<file path="src/rtl/cic_pkg.sv">
// -----------------------------------------------------------------------------
// cic_pkg
// Shared sizing helpers for the CIC comb chain.
//   clog2_min1 : ceil(log2(n)) with a floor of 1, so that 1-entry
//                structures still get a legal 1-bit index.
//   ch_bits_f  : width of the channel index (CH_BITS).
//   ptr_bits_f : width of a comb stage's circular history pointer.
// No ports (package).
// -----------------------------------------------------------------------------
package cic_pkg;

    function automatic int clog2_min1(input int n);
        return ($clog2(n) < 1) ? 1 : $clog2(n);
    endfunction

    function automatic int ch_bits_f(input int channels);
        return clog2_min1(channels);
    endfunction

    function automatic int ptr_bits_f(input int delay, input int channels);
        return clog2_min1(delay * channels);
    endfunction

    // Widths for the default configuration (1 channel, delay 1).
    localparam int DEFAULT_CH_BITS  = ch_bits_f(1);
    localparam int DEFAULT_PTR_BITS = ptr_bits_f(1, 1);

endpackage

</file>
<file path="src/rtl/comb_stage.sv">
// -----------------------------------------------------------------------------
// comb_stage
// One comb section: y = x - x[n-DELAY] for the same channel, wrapping
// modulo 2^W. Channels arrive round-robin, so the sample DELAY steps back
// in the same channel is exactly DELAY*CHANNELS valid samples ago; a
// circular history of that depth therefore serves every channel.
// Ports:
//   clk, rst          : clock, synchronous active-high reset
//   i_data/i_valid/i_chan : incoming sample, its strobe and channel tag
//   o_data/o_valid/o_chan : registered difference, strobe and channel tag
// o_data/o_chan hold while o_valid is low.
// -----------------------------------------------------------------------------
module comb_stage
    import cic_pkg::*;
#(
    parameter int DELAY    = 1,
    parameter int CHANNELS = 1,
    parameter int W        = 10,
    parameter int CH_BITS  = 1
) (
    input  logic               clk,
    input  logic               rst,
    input  logic [W-1:0]       i_data,
    input  logic               i_valid,
    input  logic [CH_BITS-1:0] i_chan,
    output logic [W-1:0]       o_data,
    output logic               o_valid,
    output logic [CH_BITS-1:0] o_chan
);

    localparam int DEPTH    = DELAY * CHANNELS;
    localparam int PTR_BITS = ptr_bits_f(DELAY, CHANNELS);

    logic [W-1:0]        r_hist [DEPTH];
    logic [PTR_BITS-1:0] r_ptr;
    logic [W-1:0]        r_data;
    logic                r_valid;
    logic [CH_BITS-1:0]  r_chan;

    logic [W-1:0]        w_diff;
    logic [PTR_BITS-1:0] w_ptr_next;

    // Difference against the oldest history entry and next pointer value.
    always_comb begin
        w_diff     = i_data - r_hist[r_ptr];
        w_ptr_next = {PTR_BITS{1'b0}};
        if (r_ptr == PTR_BITS'(DEPTH - 1)) begin
            w_ptr_next = {PTR_BITS{1'b0}};
        end else begin
            w_ptr_next = r_ptr + PTR_BITS'(1);
        end
    end

    // History write, pointer advance and output register; only valid
    // samples touch the history so bubbles leave it intact.
    always_ff @(posedge clk) begin
        if (rst) begin
            for (int i = 0; i < DEPTH; i++) begin
                r_hist[i] <= {W{1'b0}};
            end
            r_ptr   <= {PTR_BITS{1'b0}};
            r_data  <= {W{1'b0}};
            r_valid <= 1'b0;
            r_chan  <= {CH_BITS{1'b0}};
        end else begin
            r_valid <= i_valid;
            if (i_valid) begin
                r_hist[r_ptr] <= i_data;
                r_ptr         <= w_ptr_next;
                r_data        <= w_diff;
                r_chan        <= i_chan;
            end
        end
    end

    assign o_data  = r_data;
    assign o_valid = r_valid;
    assign o_chan  = r_chan;

endmodule

</file>
<file path="src/rtl/cic_comb_chain.sv">
// -----------------------------------------------------------------------------
// cic_comb_chain
// Cascade of STAGES comb sections over CHANNELS time-interleaved channels.
// Each valid input sample is tagged with a round-robin channel index; the
// result appears exactly STAGES cycles later with a one-cycle ready pulse.
// Ports:
//   clk        : clock (rising edge)
//   rst        : synchronous active-high reset, dominates valid
//   stream_in  : two's-complement sample of the current channel
//   valid      : stream_in carries a sample this cycle
//   stream_out : top OUT_BITS of the last stage output (held while ready=0)
//   chan_out   : channel index of stream_out (held while ready=0)
//   ready      : one-cycle strobe for stream_out/chan_out
// Build option: define CIC_COMB_ROUND_EN to round half-up instead of
// truncating when OUT_BITS < IN_BITS (no change in latency).
// -----------------------------------------------------------------------------
module cic_comb_chain
    import cic_pkg::*;
#(
    parameter int  STAGES   = 2,
    parameter int  DELAY    = 1,
    parameter int  CHANNELS = 1,
    parameter int  IN_BITS  = 10,
    parameter int  OUT_BITS = 10,
    localparam int CH_BITS  = ch_bits_f(CHANNELS)
) (
    input  logic                clk,
    input  logic                rst,
    input  logic [IN_BITS-1:0]  stream_in,
    input  logic                valid,
    output logic [OUT_BITS-1:0] stream_out,
    output logic [CH_BITS-1:0]  chan_out,
    output logic                ready
);

    logic [CH_BITS-1:0] r_chan;

    logic [IN_BITS-1:0] w_data  [STAGES+1];
    logic               w_valid [STAGES+1];
    logic [CH_BITS-1:0] w_chan  [STAGES+1];
    logic [IN_BITS-1:0] w_rounded;

    // Input channel counter: tags each valid sample, then steps round-robin.
    always_ff @(posedge clk) begin
        if (rst) begin
            r_chan <= {CH_BITS{1'b0}};
        end else if (valid) begin
            if (r_chan == CH_BITS'(CHANNELS - 1)) begin
                r_chan <= {CH_BITS{1'b0}};
            end else begin
                r_chan <= r_chan + CH_BITS'(1);
            end
        end
    end

    assign w_data[0]  = stream_in;
    assign w_valid[0] = valid;
    assign w_chan[0]  = r_chan;

    for (genvar g = 0; g < STAGES; g++) begin : g_stage
        comb_stage #(
            .DELAY    (DELAY),
            .CHANNELS (CHANNELS),
            .W        (IN_BITS),
            .CH_BITS  (CH_BITS)
        ) u_stage (
            .clk     (clk),
            .rst     (rst),
            .i_data  (w_data[g]),
            .i_valid (w_valid[g]),
            .i_chan  (w_chan[g]),
            .o_data  (w_data[g+1]),
            .o_valid (w_valid[g+1]),
            .o_chan  (w_chan[g+1])
        );
    end

`ifdef CIC_COMB_ROUND_EN
    // Half an output LSB is added before dropping the low bits.
    if (OUT_BITS < IN_BITS) begin : g_round
        assign w_rounded = w_data[STAGES] + (IN_BITS'(1) << (IN_BITS - OUT_BITS - 1));
    end else begin : g_no_round
        assign w_rounded = w_data[STAGES];
    end
`else
    assign w_rounded = w_data[STAGES];
`endif

    // The last stage register already holds between pulses, so the
    // outputs are taken straight from it to keep latency at STAGES.
    assign stream_out = w_rounded[IN_BITS-1 -: OUT_BITS];
    assign chan_out   = w_chan[STAGES];
    assign ready      = w_valid[STAGES];

endmodule

</file>
<file path="config.mk">
export PLATFORM = sky130hd
export DESIGN_NAME = cic_comb_chain
export DESIGN_NICKNAME = d
export VERILOG_FILES = /design/src/rtl/cic_pkg.sv /design/src/rtl/comb_stage.sv /design/src/rtl/cic_comb_chain.sv
export SDC_FILE = /design/constraint.sdc
export NUM_CORES = 1
export LEC_CHECK = 0
export ABC_AREA = 1
export BUFFER_PORTS_ARGS = -buffer_cell sky130_fd_sc_hd__clkbuf_2
export CORE_ASPECT_RATIO = 0.7
export CORE_MARGIN = 5
export CORE_UTILIZATION = 50
export CTS_BUF_LIST = sky130_fd_sc_hd__clkbuf_16
export DETAILED_ROUTE_END_ITERATION = 10
export PLACE_DENSITY = 0.75
export SYNTH_ARGS = -nofsm -noshare
export SYNTH_HDL_FRONTEND = slang
export SYNTH_SLANG_ARGS = --single-unit
</file>
<file path="constraint.sdc">
create_clock -name clk -period 2.1 [get_ports clk]
set_clock_uncertainty 0.1 [all_clocks]
set_input_delay 0.315 -clock clk [delete_from_list [all_inputs] [get_ports clk]]
set_output_delay 0.315 -clock clk [all_outputs]
set_load 0.02 [all_outputs]
</file>
# Word level (Yosys, flattened, before mapping)
# Memory sizes are Yosys's and may differ from the RTL's.
# Cells that the tools add are included.
totals:
  mem_count: 2
  in_bits: 13
  output_inout_bits: 12
  latchBits: 0
  regBits: 25
  mem_bits_rw: 20
  romBits: 0
  elab_cells: 27
mem_list:
  columns: ["memory", "depth", "width", "read_ports", "rd_ports_with_merged_regs", "write_ports", "line_no", "source"]
  rows:
  - ["g_stage[0].u_stage.r_hist", 1, 10, 1, 0, 1, "comb_stage.sv:34", "logic [W-1:0] r_hist [DEPTH];"]
  - ["g_stage[1].u_stage.r_hist", 1, 10, 1, 0, 1, "comb_stage.sv:34", null]
classes:
  mux: 13
  n_mul: 0
  bitwise: 0
  addsub: 3
  reduce_logical: 2
  order_cmp: 0
  eq_ne: 0
  shifts: 0
  n_div: 0
ops:
  columns: ["operator", "n"]
  rows:
  - ["10-bit 2-to-1 mux", 2]
  - ["10-bit OR reduction", 2]
  - ["10-bit subtractor", 2]
  - ["1-bit 2-to-1 mux", 11]
  - ["1-bit adder (second input constant)", 1]

# Depth between registers and ports, before layout
# Gate-level depths: netlist of the first run.
logic_depth:
  word_depth: 5
  depth_mapped: 11
  ltp_nobuf: 11

# Cells and area by module
# Synthesis of the first run repeated with hierarchy kept, for this count alone.
hier_totals:
  hier_cells: 323
  hier_area_um2: 2481.1
by_module_without_submodules:
  columns: ["module", "instances", "cells_per_inst", "area_per_inst_um2", "seq_area_each_um2"]
  rows:
  - ["comb_stage at g_stage[0].u_stage", 1, 161, 1247.4, 540.5]
  - ["comb_stage at g_stage[1].u_stage", 1, 161, 1229.9, 540.5]
  - ["cic_comb_chain", 1, 1, 3.8, 0.0]

# Worst setup path after synthesis of the first run
# Ideal clock, no wire load.
synth_path:
  path_type: "register to register"
  from: "reg g_stage[0].u_stage.r_data[0]"
  to: "reg g_stage[1].u_stage.r_data[6]"
  setup_time_ns: 0.113
  arrival_ns: 1.408
  stages_incl_launch_ff: 11
  path_slack_ns: 0.478
  required_time_ns: 1.887
  synth_period_minus_slack_ns: 1.622
  n_path_buf: 0
  path_cell_list: "dfxtp_1 inv_1 ha_1 inv_1 fa_1 nand3_1 nand2_1 nand3_1 nand3b_1 nand3_1 nand2_1"
synth_between:
  elab_chain_len: 1
synth_rtl:
  columns: ["item", "line_no", "source"]
  rows:
  - ["start, declared", "comb_stage.sv:36", "logic [W-1:0] r_data;"]
  - ["start signal, assigned", "comb_stage.sv:62", "r_data <= {W{1'b0}};"]
  - ["start signal, assigned", "comb_stage.sv:70", "r_data <= w_diff;"]
  - ["10-bit subtractor", "comb_stage.sv:45", "w_diff = i_data - r_hist[r_ptr];"]
  - ["end signal, assigned", "comb_stage.sv:62", null]
  - ["end signal, assigned", "comb_stage.sv:70", null]
  - ["end, declared", "comb_stage.sv:36", null]
# Every way passes these cells.
# A chain may end at the register's enable or synchronous reset.

# Worst setup path after layout of the first run
# Ends and elaborated chain as after synthesis.

==> results of run 1 <==
## cells by family after synthesis
group / after synthesis / share of synthesized area
adders and majority gates: 20 / 0.111
and+or+nand+nor: 155 / 0.266
AOI/OAI and AO/OA: 29 / 0.0747
buffers and inverters: 63 / 0.101
xor gates and xnor gates: 2 / 0.00736
DFF: 42 / 0.437
other: 1 / 0.00158
## power by group through the flow
stage | Combinational, mW | Clock [mW] | Sequential, mW
final | 0.530 | 0.861 | 0.963
after global routing | 0.610 | 0.918 | 0.972
after CTS | 0.529 | 0.877 | 0.964
after detailed placement | 0.522 | 0 | 0.981
after global placement | 0.511 | 0 | 0.979
after floorplan | 0.378 | 0 | 0.998
## area by class of cell
class	count	area (um^2)
clock buffers	5	125
repair buffers	27	145
inverters	59	221
flip-flops and latches	42	1040
well taps	57	71.3
multi-input cells	207	1100
fillers	428	1960
clock inverters	3	40.0
## cells in the final DEF (no fill, tap or decap), types with 5 or more instances in the layout
master / n
dfxtp_1: 22
ha_1: 18
edfxtp_1: 20
nand2_1: 87
a21oi_1: 11
inv_1: 58
clkbuf_2: 23
clkbuf_16: 5
o21ai_0: 7
nor2_1: 38
nand3_1: 22
## tightest hold or removal path: stages
cell	delay, ps
clkbuf_2	90
inv_1	30
nor2_1	80
## how the worst min path moves through the flow
| stage | slack (ps) | startpoint | cells past startpoint | end |
|---|---|---|---|---|
| 6_report | 250 | stream_in[6] | 3 | g_stage[0].u_stage.r_hist[0][6]$_SDFFCE_PN0P_ |
| 5_1_grt | 260 | stream_in[6] | 3 | g_stage[0].u_stage.r_hist[0][6]$_SDFFCE_PN0P_ |
| 4_1_cts | 250 | stream_in[6] | 3 | g_stage[0].u_stage.r_hist[0][6]$_SDFFCE_PN0P_ |
| 3_5_place_dp | 340 | g_stage[1].u_stage.o_data[3]$_SDFFE_PP0P_ | 2 | g_stage[1].u_stage.o_data[3]$_SDFFE_PP0P_ |
| 3_3_place_gp | 340 | g_stage[1].u_stage.o_data[5]$_SDFFE_PP0P_ | 2 | g_stage[1].u_stage.o_data[5]$_SDFFE_PP0P_ |
| 2_1_floorplan | 350 | g_stage[0].u_stage.o_data[6]$_SDFFE_PP0P_ | 2 | g_stage[0].u_stage.o_data[6]$_SDFFE_PP0P_ |
## flip-flops by register name (all words and copies together), names as in the netlist
signal                   cells
g_stage.u_stage.o_valid      2
g_stage.u_stage.r_hist      20
g_stage.u_stage.o_data      20
## per-stage QoR
| stage | instances | utilization | hold slack, ps | setup WS (ps) | power (mW) |
|---|---|---|---|---|---|
| after global routing | 400 | 0.583 | 260 | 151 | 2.50 |
| final | 400 | 0.583 | 249 | 306 | 2.35 |
| after CTS | 400 | 0.583 | 246 | 309 | 2.37 |
| after detailed placement | 392 | 0.548 | 340 | 288 | 1.50 |
| after floorplan | 312 | - | 347 | 478 | 1.38 |
| after global placement | 392 | 0.548 | 340 | 346 | 1.49 |
## per-layer routing
| metal | vias up | track usage | share of wire |
|---|---|---|---|
| li1 | 1039 | - | - |
| met1 | 880 | 0.213 | 0.51 |
| met2 | 31 | 0.253 | 0.45 |
| met3 | 5 | 0.0490 | 0.038 |
| met4 | 0 | 0.0389 | 0.0075 |
| met5 | - | 0 | 0 |
==> metrics.yaml, run 1 <==
routed_wl_mm: 4.53
num_rows: 21
max_stage_delay_ps: 400
synthDistinctLibCells: 27
postLayoutCellArea_mm2: 0.00274
syn-num-nets: 345
antenna_cells: 0
path_max_fanout: 4
ctsHoldBuffers: 0
crit_path_end_kind: "register"
chipHeight_um: 67.7
coreArea_mm2: 0.00470
initial_utilization: 0.506
syn_area_per_cell_um2: 7.63
fmax_mhz: 557
critPathKind: "reg -> reg"
htreeDepth: 2
first_pass_iters: 4
ys_async_sr_fraction: 0
finalHoldViolations: 0
ys_ff_latch: 42
io_pins: 25
r2r-start: "g_stage[0].u_stage.o_data[0]$_SDFFE_PP0P_"
cts_resized: 0
switching_share: 0.287
clkTransAtPathRegs_ps: 60
cts_tree: "done"
synth_top_area_cell: "edfxtp_1"
root_buffer: "clkbuf_16"
synthTopCellsByArea: "edfxtp_1 25%, dfxtp_1 19%, nand2_1 14%"
fin_crit_sh: 0.854
dpl_cell_area_mm2: 0.00258
reg2reg_depth: 10
seqPwrFrac: 0.409
grt_max_degree: 16
worstMarginPinSlew_ps: 586
antenna_found_initial: 0
cts_inserted_buffers: 5
crit_buf_inv: 2
num_vias: 1955
grt_pass1_wl_mm: 7.80
power_frac_comb: 0.225
critPathArrivalTime_ps: 1870
synth_top_area_frac: 0.252
postCtsSetupBuffers: 0
critical_path.cell_chain: "inv_1 -> ha_1 -> inv_1 -> fa_1 -> nand3_1 -> nand2_1 -> nand3_1 -> nand3b_1 -> nand3_1 -> nand2_1"
setup-tns-final_ps: 0
clkPwrFrac: 0.366
ys_warn_count: 0
syn_inst: 312
startpoint: "g_stage[0].u_stage.o_data[0]$_SDFFE_PP0P_"
die_w_um: 92.5
period_needed_ps: 1790
nets: 375
crit_family: "adder cells"
setup_viol: 0
wire_per_inst_um: 11.3
p_switching_mw: 0.675
timing.rr.end: "g_stage[1].u_stage.o_data[6]$_SDFFE_PP0P_"
vdd_drop_max_uv: 491
syn_area_mm2: 0.00238
drtIter0Drc: 138
dieArea_mm2: 0.00626
critical-path-slowest-cell: "fa_1"
rsz0062_at_grt: "no"
drv_cap: 0
required_ps: 2180
slew_violations: 0
hold_class: "in -> reg"
cp-start-kind: "register"
crit_cells: 10
drive_above_1_share: 0.125
ctsLongestPathBuffers: 2
vias_per_cell: 4.89
portBuffers: 23
routabilityCongestion: 0.816
dp_hpwl_mm: 3.41
grt_pass1_vias: 1763
p_int_mw: 1.68
crit_end: "g_stage[1].u_stage.o_data[6]$_SDFFE_PP0P_"
ys.flop_type: "dfxtp_1"
outcome: "completed"
cts.sinks: 42
syn2layout_area_growth_pct: 15.2
postRouteAntennaNets: 0
grt_util_all_layers: 0.159
clkLatencyLatePin_ps: 280
path_common_cell: "nand3_1"
ys_seq_area_frac: 0.437
powerDensity_mw_per_mm2: 859
yosysMostFrequentCell: "nand2_1"
power.leakage_nw: 1.41
synth_common_cells: "87 x nand2_1, 58 x inv_1, 38 x nor2_1"
synth-edff-count: 20
grt.overflow.total: 0
r2r_setup_slack_ps: 310
drc: 0
slew_headroom: 0.609
No activity file was read; power rests on OpenSTA's default activity.
==> inputs of run 2 (changes only) <==
--- a/config.mk
+++ b/config.mk
@@ -10,8 +10,8 @@
 export CORE_ASPECT_RATIO = 0.7
 export CORE_MARGIN = 5
-export CORE_UTILIZATION = 50
+export CORE_UTILIZATION = 40
 export CTS_BUF_LIST = sky130_fd_sc_hd__clkbuf_16
 export DETAILED_ROUTE_END_ITERATION = 10
-export PLACE_DENSITY = 0.75
+export PLACE_DENSITY = 0.64
 export SYNTH_ARGS = -nofsm -noshare
 export SYNTH_HDL_FRONTEND = slang
==> constraint.sdc (replaced) <==
create_clock -name clk -period 2.1 [get_ports clk]
set_clock_uncertainty 0.1 [all_clocks]
set_input_delay 0.105 -clock clk [delete_from_list [all_inputs] [get_ports clk]]
set_output_delay 0.105 -clock clk [all_outputs]
set_load 0.02 [all_outputs]
==> run 2 against run 1 <==
Against the previous run:
- cell count is 4.0% higher
- non-clock buffer count is 2 lower
- fmax is 1.2% lower
- sequential share of layout area is 0.23 points higher
- sequential power hardly changed
- clock power is 12% lower
- highest routed layer unchanged
==> metrics.yaml, run 2 (synthesized netlist as in run 1, its figures left out) <==
path_max_fanout: 4
crit_path_end_kind: "register"
postCtsSetupBuffers: 0
timing.rr.end: "g_stage[1].u_stage.o_data[6]$_SDFFE_PP0P_"
regArea_mm2: 0.00104
coreArea_mm2: 0.00576
cts.sinks: 42
max_stage_delay_ps: 410
slew_violations: 0
first_pass_iters: 4
worstMarginPinSlew_ps: 634
wire_per_inst_um: 11.2
critical-path-slowest-cell: "fa_1"
r2r_setup_slack_ps: 280
antenna_cells: 0
hold_ws_ps: 34.8
grt.overflow.total: 0
syn2layout_area_growth_pct: 14.5
finalHoldViolations: 0
htreeDepth: 2
multi_input_area_mm2: 0.00110
reg2reg_depth: 10
initial_utilization: 0.413
vias_per_cell: 4.64
ctsLongestPathBuffers: 2
nets: 373
io_pins: 25
drive_above_1_share: 0.117
dp_hpwl_mm: 3.52
setup-tns-final_ps: 0
fin_cells: 416
vdd_drop_max_uv: 454
chipHeight_um: 74.5
hold_end: "g_stage[0].u_stage.r_hist[0][7]$_SDFFCE_PN0P_"
crit_family: "adder cells"
dp.cells: 408
fmax_mhz: 551
portBuffers: 23
antenna_found_initial: 0
required_ps: 2180
clkLatencyLatePin_ps: 290
setup_viol: 0
dieArea_mm2: 0.00762
cp-start-kind: "register"
grt_util_all_layers: 0.139
drc: 0
routabilityCongestion: 0.859
slew_headroom: 0.577
clkTransAtPathRegs_ps: 60
critPathArrivalTime_ps: 1900
fillCellCount: 584
num_rows: 23
num_vias: 1930
dpl_cell_area_mm2: 0.00258
drv_cap: 0
ctsHoldBuffers: 0
layout_common_cells: "87 x nand2_1, 58 x inv_1, 38 x nor2_1"
hp-start: "stream_in[7]"
r2r-start: "g_stage[0].u_stage.o_data[0]$_SDFFE_PP0P_"
cts_resized: 0
period_needed_ps: 1820
fin_ws_ps: 284
postRouteAntennaNets: 0
power.leakage_nw: 1.39
fin_crit_sh: 0.865
postLayoutCellArea_mm2: 0.00273
root_buffer: "clkbuf_16"
die_w_um: 102
final_common_cell: "nand2_1"
path_common_cell: "nand3_1"
outcome: "completed"
rsz0062_at_grt: "no"
drtIter0Drc: 124
critPathKind: "reg -> reg"
cts_tree: "done"
routed_wl_mm: 4.65
crit_buf_inv: 2
critical_path.cell_chain: "inv_1 -> ha_1 -> inv_1 -> fa_1 -> nand3_1 -> nand2_1 -> nand3_1 -> nand3b_1 -> nand3_1 -> nand2_1"
grt_max_degree: 16
post-place-ws_ps: 306
powerDensity_mw_per_mm2: 824
grt_pass1_wl_mm: 8.27
grt_pass1_vias: 1881
hold_class: "in -> reg"
cts_inserted_buffers: 5
min_path_cells: 3
==> run 2: stage by stage <==
stage / power (mW) / utilization
3_3_place_gp: 1.49 / 0.449
5_1_grt: 2.39 / 0.473
3_5_place_dp: 1.50 / 0.449
6_report: 2.24 / 0.473
2_1_floorplan: 1.38 / -
4_1_cts: 2.27 / 0.473
==> run 2: how the worst max path moves through the flow <==
stage	from	endpoint	slack, ps	depth (start not counted)
6_report	g_stage[0].u_stage.o_data[0]$_SDFFE_PP0P_	g_stage[1].u_stage.o_data[6]$_SDFFE_PP0P_	280	10
4_1_cts	g_stage[0].u_stage.o_data[0]$_SDFFE_PP0P_	g_stage[1].u_stage.o_data[6]$_SDFFE_PP0P_	280	10
3_3_place_gp	g_stage[0].u_stage.o_data[0]$_SDFFE_PP0P_	g_stage[1].u_stage.o_data[6]$_SDFFE_PP0P_	380	10
5_1_grt	g_stage[0].u_stage.o_data[0]$_SDFFE_PP0P_	g_stage[1].u_stage.o_data[6]$_SDFFE_PP0P_	60	10
3_5_place_dp	g_stage[0].u_stage.o_data[0]$_SDFFE_PP0P_	g_stage[1].u_stage.o_data[6]$_SDFFE_PP0P_	310	10
2_1_floorplan	g_stage[0].u_stage.o_data[0]$_SDFFE_PP0P_	g_stage[1].u_stage.o_data[6]$_SDFFE_PP0P_	480	10
==> run 2: layer usage <==
| layer | part of all wire | GRT usage |
|---|---|---|
| met4 | 0.018 | 0.0524 |
| met1 | 0.54 | 0.193 |
| met5 | 0 | 0 |
| met3 | 0.043 | 0.0300 |
| met2 | 0.40 | 0.212 |
==> run 2: area by class of cell <==
type                            instances  area share
Clock inverter                          3     0.00597
Multi-Input combinational cell        207       0.403
Clock buffer                            5      0.0459
Timing Repair Buffer                   25      0.0478
Tap cell                               75      0.0344
Inverter                               59      0.0813
Sequential cell                        42       0.382
==> run 2: report_power, final <==
part	internal [mW]	switching, mW	leakage, nW
combinational	0.191	0.335	0.926
sequential	0.930	0.0330	0.396
clock	0.434	0.322	0.0672
==> run 2: worst register-to-register path, stage by stage (launching register included) <==
cell and delay [ps]:
dfxtp_1 300, inv_1 80, ha_1 200, inv_1 90, fa_1 410, nand3_1 100
nand2_1 110, nand3_1 110, nand3b_1 80, nand3_1 90, nand2_1 50
==> inputs of run 3 (changes only) <==
Settings changed: CAP_MARGIN from default to 20.
Clock period 2.1 ns to 1.7 ns, I/O delays scaled along.
==> run 3 against run 2 <==
Against the previous run:
- final area increased by 6.6%
- global-route usage increased by 0.18 points
- sequential share of layout area decreased by 2.4 points
- fmax increased by 8.0%
- register-to-register slack got worse by 270 ps
- count of clock-buffer cells in the layout unchanged
- worst hold slack got worse by 13 ps
- first-iteration DRC count decreased by 19%
- largest cell class unchanged
- largest power group unchanged
==> metrics.yaml, run 3 (synthesized netlist as in run 1, its figures left out) <==
outcome: "completed"
max_stage_delay_ps: 380
dp_hpwl_mm: 3.78
io_pins: 25
period_needed_ps: 1680
hold_class: "in -> reg"
powerDensity_mw_per_mm2: 987
root_buffer: "clkbuf_16"
hp-start: "stream_in[6]"
post-place-ws_ps: -60.8
initial_utilization: 0.413
rsz0062_at_grt: "yes"
grt_pass1_wl_mm: 8.42
r2r_setup_slack_ps: 20
grt_pass1_vias: 1921
fillCellCount: 581
first_pass_iters: 4
vdd_drop_max_uv: 543
die_w_um: 102
seqPwrFrac: 0.416
r2r-start: "g_stage[0].u_stage.r_hist[0][0]$_SDFFCE_PN0P_"
path_common_cell: "nand2_1"
required_ps: 1780
num_vias: 2006
critical_path.cell_chain: "ha_2 -> inv_2 -> fa_2 -> nand2_4 -> a21oi_4 -> nand3_2 -> nand2_1 -> nand2_1 -> nand3_1 -> nand2_1"
startpoint: "g_stage[0].u_stage.r_hist[0][0]$_SDFFCE_PN0P_"
cp-start-kind: "register"
postRouteAntennaNets: 0
fin_util: 0.505
hold_end: "g_stage[0].u_stage.r_hist[0][6]$_SDFFCE_PN0P_"
coreArea_mm2: 0.00576
dieArea_mm2: 0.00762
power_frac_comb: 0.268
nets: 382
portBuffers: 23
ctsHoldBuffers: 0
clkPwrFrac: 0.316
multi_input_area_mm2: 0.00121
vias_per_cell: 4.72
power.leakage_nw: 1.45
regArea_mm2: 0.00104
antenna_cells: 0
cts.sinks: 42
fin_ws_ps: 17.9
setup_viol: 0
drtIter0Drc: 101
crit_path_end_kind: "register"
min_path_cells: 3
power_mw: 2.87
grt.overflow.total: 0
p_switching_mw: 0.893
fmax_mhz: 594
syn2layout_area_growth_pct: 22.1
htreeDepth: 2
finalHoldViolations: 0
critical-path-slowest-cell: "edfxtp_1"
critPathArrivalTime_ps: 1760
wire_per_inst_um: 11.8
routed_wl_mm: 5.02
final_common_cell: "nand2_1"
grt_util_all_layers: 0.140
ctsLongestPathBuffers: 2
path_max_fanout: 4
reg2reg_depth: 10
clkLatencyLatePin_ps: 280
layout_common_cells: "83 x nand2_1, 56 x inv_1, 37 x nor2_1"
clkTransAtPathRegs_ps: 60
antenna_found_initial: 0
cts_tree: "done"
num_rows: 23
drc: 0
fin_crit_sh: 0.989
cts_inserted_buffers: 5
p_int_mw: 1.98
slew_violations: 0
critPathKind: "reg -> reg"
timing.rr.end: "g_stage[0].u_stage.o_data[6]$_SDFFE_PP0P_"
drive_above_1_share: 0.206
drv_cap: 0
routabilityCongestion: 0.827
grt_max_degree: 13
chipHeight_um: 74.5
switching_share: 0.311
-- run 3: changes by cell type in the layout (fill, tap and decap cells not counted), sizes merged --
cell and change:
buf +9, clkinvlp -1, inv +1
-- run 3: per-stage QoR --
step                      setup TNS, ps  std cells  instance area, um^2  hold WS (ps)
after detailed placement           -107        414                 2630           311
after CTS                             0        422                 2780          17.6
after global routing               -450        425                 2910          37.1
after floorplan                       0        312                 2380           193
after global placement                0        414                 2630           301
final                                 0        425                 2910          21.6
-- run 3: worst max-delay path by stage --
stage                                           endpoint  slack (ps)
2_1_floorplan  g_stage[1].u_stage.o_data[6]$_SDFFE_PP0P_          80
5_1_grt        g_stage[0].u_stage.o_data[6]$_SDFFE_PP0P_        -100
4_1_cts        g_stage[0].u_stage.o_data[6]$_SDFFE_PP0P_          20
3_5_place_dp   g_stage[0].u_stage.o_data[6]$_SDFFE_PP0P_         -60
6_report       g_stage[0].u_stage.o_data[6]$_SDFFE_PP0P_          20
3_3_place_gp   g_stage[1].u_stage.o_data[6]$_SDFFE_PP0P_          30
-- run 3: area by class of cell --
cell class | count | area share
multi-input combinational | 207 | 0.418
sequential | 42 | 0.358
inverter | 59 | 0.0762
timing repair buffer | 34 | 0.0680
clock buffer | 5 | 0.0431
tap | 75 | 0.0323
clock inverter | 3 | 0.00431
-- run 3: critical path, delay by kind of cell, from the launching register on --
family / cells / cell delay, ps
adder cells (fa/ha/maj): 2 / 430
AND/OR/NAND/NOR: 6 / 420
flip-flops: 1 / 380
AO/OA/AOI/OAI: 1 / 200
buffers and inverters: 1 / 60
-- run 3: power by group through the flow --
stage	clock, mW	sequential [mW]	combinational [mW]
after floorplan	0	1.23	0.467
after global placement	0	1.21	0.648
after detailed placement	0	1.21	0.665
after CTS	0.934	1.19	0.680
after global routing	0.969	1.20	0.877
final	0.907	1.19	0.768
-- run 3: repair_timing --
item	CTS	global route
pin swaps	2	12
setup endpoints to repair	4	11
resized for setup	5	26
setup buffers	0	3
-- run 3: routing by layer --
metal	GRT usage	vias to the layer above	wire length, um
met5	0	-	0
met1	0.191	919	2530
met2	0.226	31	2230
met3	0.0356	4	241
li1	-	1052	-
met4	0.0349	0	27
